--- config.mk ---
export PLATFORM = sky130hd
export DESIGN_NAME = bpm2per_flat
export DESIGN_NICKNAME = d
export VERILOG_FILES = /design/src/rtl/bpm2per_pkg.sv /design/src/rtl/bpm2per_if.sv /design/src/rtl/bpm2per_seqdiv.sv /design/src/rtl/bpm2per.sv /design/src/flat_wrapper.sv
export SDC_FILE = /design/constraint.sdc
export NUM_CORES = 1
export LEC_CHECK = 0
export CORE_UTILIZATION = 34
export CTS_CLUSTER_SIZE = 16
export DETAILED_ROUTE_END_ITERATION = 8
export PLACE_DENSITY = 0.58
export SYNTH_ARGS = -nofsm -noshare
export SYNTH_HDL_FRONTEND = slang
export SYNTH_SLANG_ARGS = --single-unit
--- constraint.sdc ---
create_clock -name clk_i -period 9.13 [get_ports clk_i]
set_clock_uncertainty 0.05 [all_clocks]
set_input_delay 1.826 -clock clk_i [delete_from_list [all_inputs] [get_ports clk_i]]
set_output_delay 1.826 -clock clk_i [all_outputs]
set_load 0.03 [all_outputs]
--- src/rtl/bpm2per_pkg.sv ---
// Shared TapTempo timing constants and types for the BPM <-> period converters.
// Defaults: 40 ns clock, 5120 clocks per tick, BPM clamp 250.
package bpm2per_pkg;

    localparam int unsigned     DEF_CLK_PER_NS = 40;
    localparam int unsigned     DEF_TP_CYCLE   = 5120;
    localparam int unsigned     DEF_BPM_MAX    = 250;
    localparam longint unsigned NS_PER_MIN     = 64'd60_000_000_000;

    // Ticks per minute, i.e. the numerator of both period<->BPM conversions.
    function automatic int unsigned calc_dividend(input int unsigned clk_ns,
                                                  input int unsigned tp_cyc);
        longint unsigned q;
        q = NS_PER_MIN / (64'(clk_ns) * 64'(tp_cyc));
        return 32'(q);
    endfunction

    localparam longint unsigned MIN_NS       = NS_PER_MIN / DEF_BPM_MAX;
    localparam int unsigned     DEF_DIVIDEND = calc_dividend(DEF_CLK_PER_NS, DEF_TP_CYCLE);
    localparam int unsigned     DEF_PER_W    = $clog2(DEF_DIVIDEND + 1);
    localparam int unsigned     DEF_BPM_W    = $clog2(DEF_BPM_MAX + 1);
    localparam int unsigned     BTN_PER_MIN  = DEF_DIVIDEND / DEF_BPM_MAX;
    localparam int unsigned     BTN_PER_MAX  = DEF_DIVIDEND;

    typedef enum logic [1:0] {
        ST_IDLE = 2'b00,
        ST_DIV  = 2'b01,
        ST_DONE = 2'b10
    } state_e;

endpackage

--- src/rtl/bpm2per_if.sv ---
// BPM request / period result / beat bundle between the tempo register path and the beat output.
// No flow control: requests are dropped while busy_o is high.
interface bpm2per_if import bpm2per_pkg::*; #(
    parameter int unsigned PER_W = DEF_PER_W,
    parameter int unsigned BPM_W = DEF_BPM_W
);
    logic             tp_i;
    logic [BPM_W-1:0] bpm_i;
    logic             bpm_valid_i;
    logic             busy_o;
    logic [PER_W-1:0] per_o;
    logic             per_valid_o;
    logic             beat_o;

    modport master (output tp_i, bpm_i, bpm_valid_i,
                    input  busy_o, per_o, per_valid_o, beat_o);
    modport slave  (input  tp_i, bpm_i, bpm_valid_i,
                    output busy_o, per_o, per_valid_o, beat_o);
endinterface

--- src/rtl/bpm2per_seqdiv.sv ---
// tt_seqdiv: restoring divider, one quotient bit per cycle MSB first; done_o pulses QW cycles
// after start_i. start_i restarts any division in progress; no backpressure.
module tt_seqdiv #(
    parameter int unsigned QW = 19,
    parameter int unsigned DW = 8
) (
    input  logic          clk_i,
    input  logic          rst_i,
    input  logic          start_i,
    input  logic [QW-1:0] dividend_i,
    input  logic [DW-1:0] divisor_i,
    output logic          done_o,
    output logic [QW-1:0] quot_o
);
    localparam int unsigned RW = QW + DW;
    localparam int unsigned CW = $clog2(QW + 1);

    logic [RW-1:0] rem_q, den_q, diff;
    logic [QW-1:0] quot_q;
    logic [CW-1:0] cnt_q;
    logic          done_q, ge;

    always_comb begin
        ge   = (rem_q >= den_q);
        diff = rem_q - den_q;
    end

    always_ff @(posedge clk_i or posedge rst_i) begin
        if (rst_i) begin
            rem_q  <= '0;
            den_q  <= '0;
            quot_q <= '0;
            cnt_q  <= '0;
            done_q <= 1'b0;
        end else begin
            done_q <= 1'b0;
            if (start_i) begin
                // divisor starts at weight 2^(QW-1) so QW steps cover every quotient bit
                rem_q  <= RW'(dividend_i);
                den_q  <= RW'({divisor_i, {(QW-1){1'b0}}});
                quot_q <= '0;
                cnt_q  <= CW'(QW);
            end else if (cnt_q != '0) begin
                if (ge) rem_q <= diff;
                quot_q <= {quot_q[QW-2:0], ge};
                den_q  <= den_q >> 1;
                cnt_q  <= cnt_q - CW'(1);
                done_q <= (cnt_q == CW'(1));
            end
        end
    end

    assign done_o = done_q;
    assign quot_o = quot_q;
endmodule

--- src/rtl/bpm2per.sv ---
// BPM -> beat period (ticks) via sequential divide, plus a free-running metronome on tp_i.
// Result 20 cycles after accept; requests while busy_o are dropped.
module bpm2per import bpm2per_pkg::*; #(
    parameter int unsigned CLK_PER_NS = DEF_CLK_PER_NS,
    parameter int unsigned TP_CYCLE   = DEF_TP_CYCLE,
    parameter int unsigned BPM_MAX    = DEF_BPM_MAX
) (
    input  logic      clk_i,
    input  logic      rst_i,
    bpm2per_if.slave  bus
);
    localparam int unsigned DIVIDEND = calc_dividend(CLK_PER_NS, TP_CYCLE);
    localparam int unsigned PER_W    = $clog2(DIVIDEND + 1);
    localparam int unsigned BPM_W    = $clog2(BPM_MAX + 1);

    state_e           state_q, state_d;
    logic             busy, div_start, div_done;
    logic [BPM_W-1:0] bpm_cl;
    logic [PER_W-1:0] div_quot, per_q;
    logic             per_vld_q;
    logic [PER_W-1:0] active_q, pend_q, cnt_q;
    logic             pend_vld_q, beat_q;

    always_comb begin
        bpm_cl = bus.bpm_i;
        if (bus.bpm_i == '0)                     bpm_cl = BPM_W'(1);
        else if (bus.bpm_i > BPM_W'(BPM_MAX))    bpm_cl = BPM_W'(BPM_MAX);
    end

    always_ff @(posedge clk_i or posedge rst_i) begin
        if (rst_i) state_q <= ST_IDLE;
        else       state_q <= state_d;
    end

    always_comb begin
        state_d = state_q;
        case (state_q)
            ST_IDLE: if (bus.bpm_valid_i) state_d = ST_DIV;
            ST_DIV:  if (div_done)        state_d = ST_DONE;
            ST_DONE:                      state_d = ST_IDLE;
            default:                      state_d = ST_IDLE;
        endcase
    end

    always_comb begin
        busy      = 1'b0;
        div_start = 1'b0;
        case (state_q)
            ST_IDLE:         div_start = bus.bpm_valid_i;
            ST_DIV, ST_DONE: busy      = 1'b1;
            default:         busy      = 1'b0;
        endcase
    end

    tt_seqdiv #(.QW(PER_W), .DW(BPM_W)) u_div (
        .clk_i      (clk_i),
        .rst_i      (rst_i),
        .start_i    (div_start),
        .dividend_i (PER_W'(DIVIDEND)),
        .divisor_i  (bpm_cl),
        .done_o     (div_done),
        .quot_o     (div_quot)
    );

    always_ff @(posedge clk_i or posedge rst_i) begin
        if (rst_i) begin
            per_q     <= '0;
            per_vld_q <= 1'b0;
        end else begin
            per_vld_q <= (state_q == ST_DIV) && div_done;
            if ((state_q == ST_DIV) && div_done) per_q <= div_quot;
        end
    end

    // A new period takes over only at a beat boundary, so the running interval is never cut short.
    always_ff @(posedge clk_i or posedge rst_i) begin
        if (rst_i) begin
            active_q   <= '0;
            pend_q     <= '0;
            pend_vld_q <= 1'b0;
            cnt_q      <= '0;
            beat_q     <= 1'b0;
        end else begin
            beat_q <= 1'b0;
            if (per_vld_q && (active_q == '0)) begin
                active_q <= per_q;
                cnt_q    <= '0;
            end else begin
                if (bus.tp_i && (active_q != '0)) begin
                    if (cnt_q == active_q - PER_W'(1)) begin
                        beat_q <= 1'b1;
                        cnt_q  <= '0;
                        if (pend_vld_q) begin
                            active_q   <= pend_q;
                            pend_vld_q <= 1'b0;
                        end
                    end else begin
                        cnt_q <= cnt_q + PER_W'(1);
                    end
                end
                if (per_vld_q) begin
                    pend_q     <= per_q;
                    pend_vld_q <= 1'b1;
                end
            end
        end
    end

    assign bus.busy_o      = busy;
    assign bus.per_o       = per_q;
    assign bus.per_valid_o = per_vld_q;
    assign bus.beat_o      = beat_q;
endmodule
--- src/flat_wrapper.sv ---
// flat-port wrapper written by rule: the top's interface ports become plain ports
module bpm2per_flat import bpm2per_pkg::*;
#(
    parameter int unsigned CLK_PER_NS = DEF_CLK_PER_NS,
    parameter int unsigned TP_CYCLE   = DEF_TP_CYCLE,
    parameter int unsigned BPM_MAX    = DEF_BPM_MAX
)
  (clk_i, rst_i, bus_tp_i, bus_bpm_i, bus_bpm_valid_i, bus_busy_o, bus_per_o, bus_per_valid_o, bus_beat_o);
  bpm2per_if bus_i ();
  input  logic clk_i;
  input  logic rst_i;
  input wire logic [$bits(bus_i.tp_i)-1:0] bus_tp_i;
  input wire logic [$bits(bus_i.bpm_i)-1:0] bus_bpm_i;
  input wire logic [$bits(bus_i.bpm_valid_i)-1:0] bus_bpm_valid_i;
  output wire logic [$bits(bus_i.busy_o)-1:0] bus_busy_o;
  output wire logic [$bits(bus_i.per_o)-1:0] bus_per_o;
  output wire logic [$bits(bus_i.per_valid_o)-1:0] bus_per_valid_o;
  output wire logic [$bits(bus_i.beat_o)-1:0] bus_beat_o;
  assign bus_i.tp_i = bus_tp_i;
  assign bus_i.bpm_i = bus_bpm_i;
  assign bus_i.bpm_valid_i = bus_bpm_valid_i;
  assign bus_busy_o = bus_i.busy_o;
  assign bus_per_o = bus_i.per_o;
  assign bus_per_valid_o = bus_i.per_valid_o;
  assign bus_beat_o = bus_i.beat_o;
  bpm2per #(.CLK_PER_NS(CLK_PER_NS), .TP_CYCLE(TP_CYCLE), .BPM_MAX(BPM_MAX)) u_core (.clk_i(clk_i), .rst_i(rst_i), .bus(bus_i));
endmodule
==> run summary <==
Fin. Hold Viols = 0
Synth Flop Type = dfrtp_1
RSZ-0062 raised after global routing = false
HP Class = reg -> reg
Reg clk slew, reported paths = 0.07 ns
grt ovf = 0
CTS tree = yes
register bit total from synthesis = 159
gpl congestion = 0.837
die area = 26700 um^2
Startpoint Class = register
antenna violations before repair = 0
mapped cell area = 8850 um^2
clock sinks = 159
outcome = completed
fraction of registers with async set or reset after synthesis = 100%
P&R area growth vs syn = 13.4%
worst-margin pin slew = 1.09 ns
Bufs on Longest Clock Path = 2
Worst R2R End = u_core.u_div.rem_q[7]
Setup TNS Final = 0 ns
number of buffers created by CTS = 17
nets = 1008
Placed Cells incl. Taps = 1271
H-tree depth = 4
crit path kind = reg -> out
post-synth top area share = 44.9%
clk_lat worst skew = 0.43 ns
Max VDD drop = 0.156 mV
crit path time final = 3.71 ns
CP max stage delay = 0.66 ns
Final ANT Viol Nets = 0
first-pass GRT wire length = 33300 um
cell count after synthesis = 945
crit path max fanout = 4
Critical Path Sink Type = output pin
Post-Syn Nets = 993
Crit Reg-Reg Startpoint = u_core.u_div.den_q[9]
sequential-to-total area share from yosys stat = 44.9%
Post-synth EDFFs = 0
GRT Overall Usage = 15.5%
FF-to-FF setup slack = 5.45 ns
Worst Hold Launch = u_core.pend_vld_q
Setup violations, final = 0
share of cells above drive strength 1 = 10.4%
cell taking the most area after synthesis = dfrtp_1
period utilization = 40.6%
cell depth of the worst flop-to-flop path = 10
vias post-DR = 6643
Rows = 58
post-synthesis cell type count = 72
# resized after CTS = 0
IO buf count = 33
dpl hpwl = 13000 um
hold depth = 1
YS warnings = 0
Hold EP = u_core.pend_vld_q
Via density = 5.10
vias in the first global route = 6549
Max-cap violations = 0
Syn Area/Cell = 9.37 um^2
final non-filler cell total = 1303
drt pass-1 iters = 5
pwr/cell area = 320 nW/um^2
Worst Path Required = 7.25 ns
Leak Pwr = 4.31 nW
critical path arrival = 1.83 ns
Die Wd = 163 um
Util after Layout = 39.6%
commonest non-fill, non-tap cell in the layout = nand2_1
most frequent cells in the layout = nand2_1 (175), dfrtp_1 (159), a21oi_1 (66), nor2_1 (58), inv_1 (50)
io pins = 34
slowest stage cell, crit path = clkdlybuf4s50_1
detailed-route wire length = 19300 um
chip height = 163 um
worst rel slew slack = 27.2%
DRC viols = 0
core area = 25300 um^2
fin. max-slew vios = 0
Setup Fix Bufs, Post-CTS = 0
CTS root buf = clkbuf_16
largest net degree at the start of global routing = 95
Avg WL per Cell = 14.8 um
Synth area leaders = dfrtp_1 (45%), nand2_1 (7.4%), mux2_2 (5.3%)
Hold Buf Count CTS = 0
Iter 0 DRT Violations = 414
Max Clock Freq = 270 MHz
effective utilization at floorplan = 35.0%
diode count = 0
ordered list of cells on the worst path = inv_1 > ha_1 > clkdlybuf4s50_1
## layout make-up
cell class                      count  area [um^2]
Inverter                           51          196
Timing Repair Buffer               39          375
Clock inverter                     15          173
Sequential cell                   159         3980
Fill cell                        2496        15300
Tap cell                          330          413
Clock buffer                       17          425
Multi-Input combinational cell    692         4480
## through the flow
step | total power (W) | hold slack [ns] | instance area (um^2) | worst slack, ns
after CTS | 0.00324 | 0.424 | 10000 | 5.39
after detailed placement | 0.00251 | 0.408 | 9440 | 5.09
after global routing | 0.00348 | 0.437 | 10000 | 5.12
after floorplan | 0.00217 | 0.391 | 8850 | 2.96
final | 0.00321 | 0.424 | 10000 | 5.42
after global placement | 0.00249 | 0.405 | 9440 | 5.17
## synth_stat cells (18+ instances only)
master    instances
nand2_1         175
dfrtp_1         159
a21oi_1          66
nor2_1           59
inv_1            51
mux2_2           42
ha_1             35
xor2_1           32
mux2i_1          31
o21ai_0          31
xnor2_1          27
clkbuf_1         26
nand3_1          23
nor3_1           18
## how the worst max path moves through the flow
stage               cells after the start                      to  slack, ns             startpoint
floorplan                               1      u_core.active_q[0]       2.96                  rst_i
global placement                        3  u_core.u_div.den_q[16]       5.17                  rst_i
detailed placement                      7      u_core.active_q[7]       5.09               bus_tp_i
CTS                                     3              bus_busy_o       5.39      u_core.state_q[0]
global route                           10   u_core.u_div.rem_q[9]       5.12  u_core.u_div.den_q[9]
finish                                  3              bus_busy_o       5.42      u_core.state_q[0]
## where the power goes
group / total, W / internal, W / switching [W]
registers: 0.00103 / 0.000890 / 0.000143
logic: 0.00147 / 0.000625 / 0.000840
clock network: 0.000712 / 0.000369 / 0.000343
## per-layer routing
layer	vias to the layer above	global-route usage (%)	wire length (um)
met5	-	0	0
met4	0	4.04	182
met3	14	3.07	544
met2	78	26.3	9460
met1	3241	20.0	9100
li1	3310	-	-
## cell families (layout without fill, tap and decap cells)
| group | Yosys count | in the layout | synth area share (%) |
|---|---|---|---|
| simple gates | 349 | 349 | 18.2 |
| compound gates | 175 | 175 | 12.3 |
| flops | 159 | 159 | 44.9 |
| buf+inv | 94 | 122 | 4.61 |
| mux | 73 | 73 | 8.85 |
| xor+xnor | 59 | 59 | 5.84 |
| fa+ha+maj | 36 | 36 | 5.17 |
## registers in the layout, summed over array words and instances (netlist names)
signal                  cells
u_core.active_q            19
u_core.bus.per_valid_o      1
u_core.u_div.den_q         26
u_core.u_div.done_o         1
u_core.u_div.cnt_q          5
u_core.state_q              2
u_core.u_div.rem_q         27
u_core.u_div.quot_o        19
u_core.cnt_q               19
u_core.pend_q              19
u_core.bus.per_o           19
u_core.pend_vld_q           1
u_core.bus.beat_o           1
## worst max-delay path: cells and delay by family (launching register included)
family | cells | cell delay [ns]
buf+inv | 2 | 0.73
flops | 1 | 0.39
fa+ha+maj | 1 | 0.28
Power figures use the tool's default switching activity.
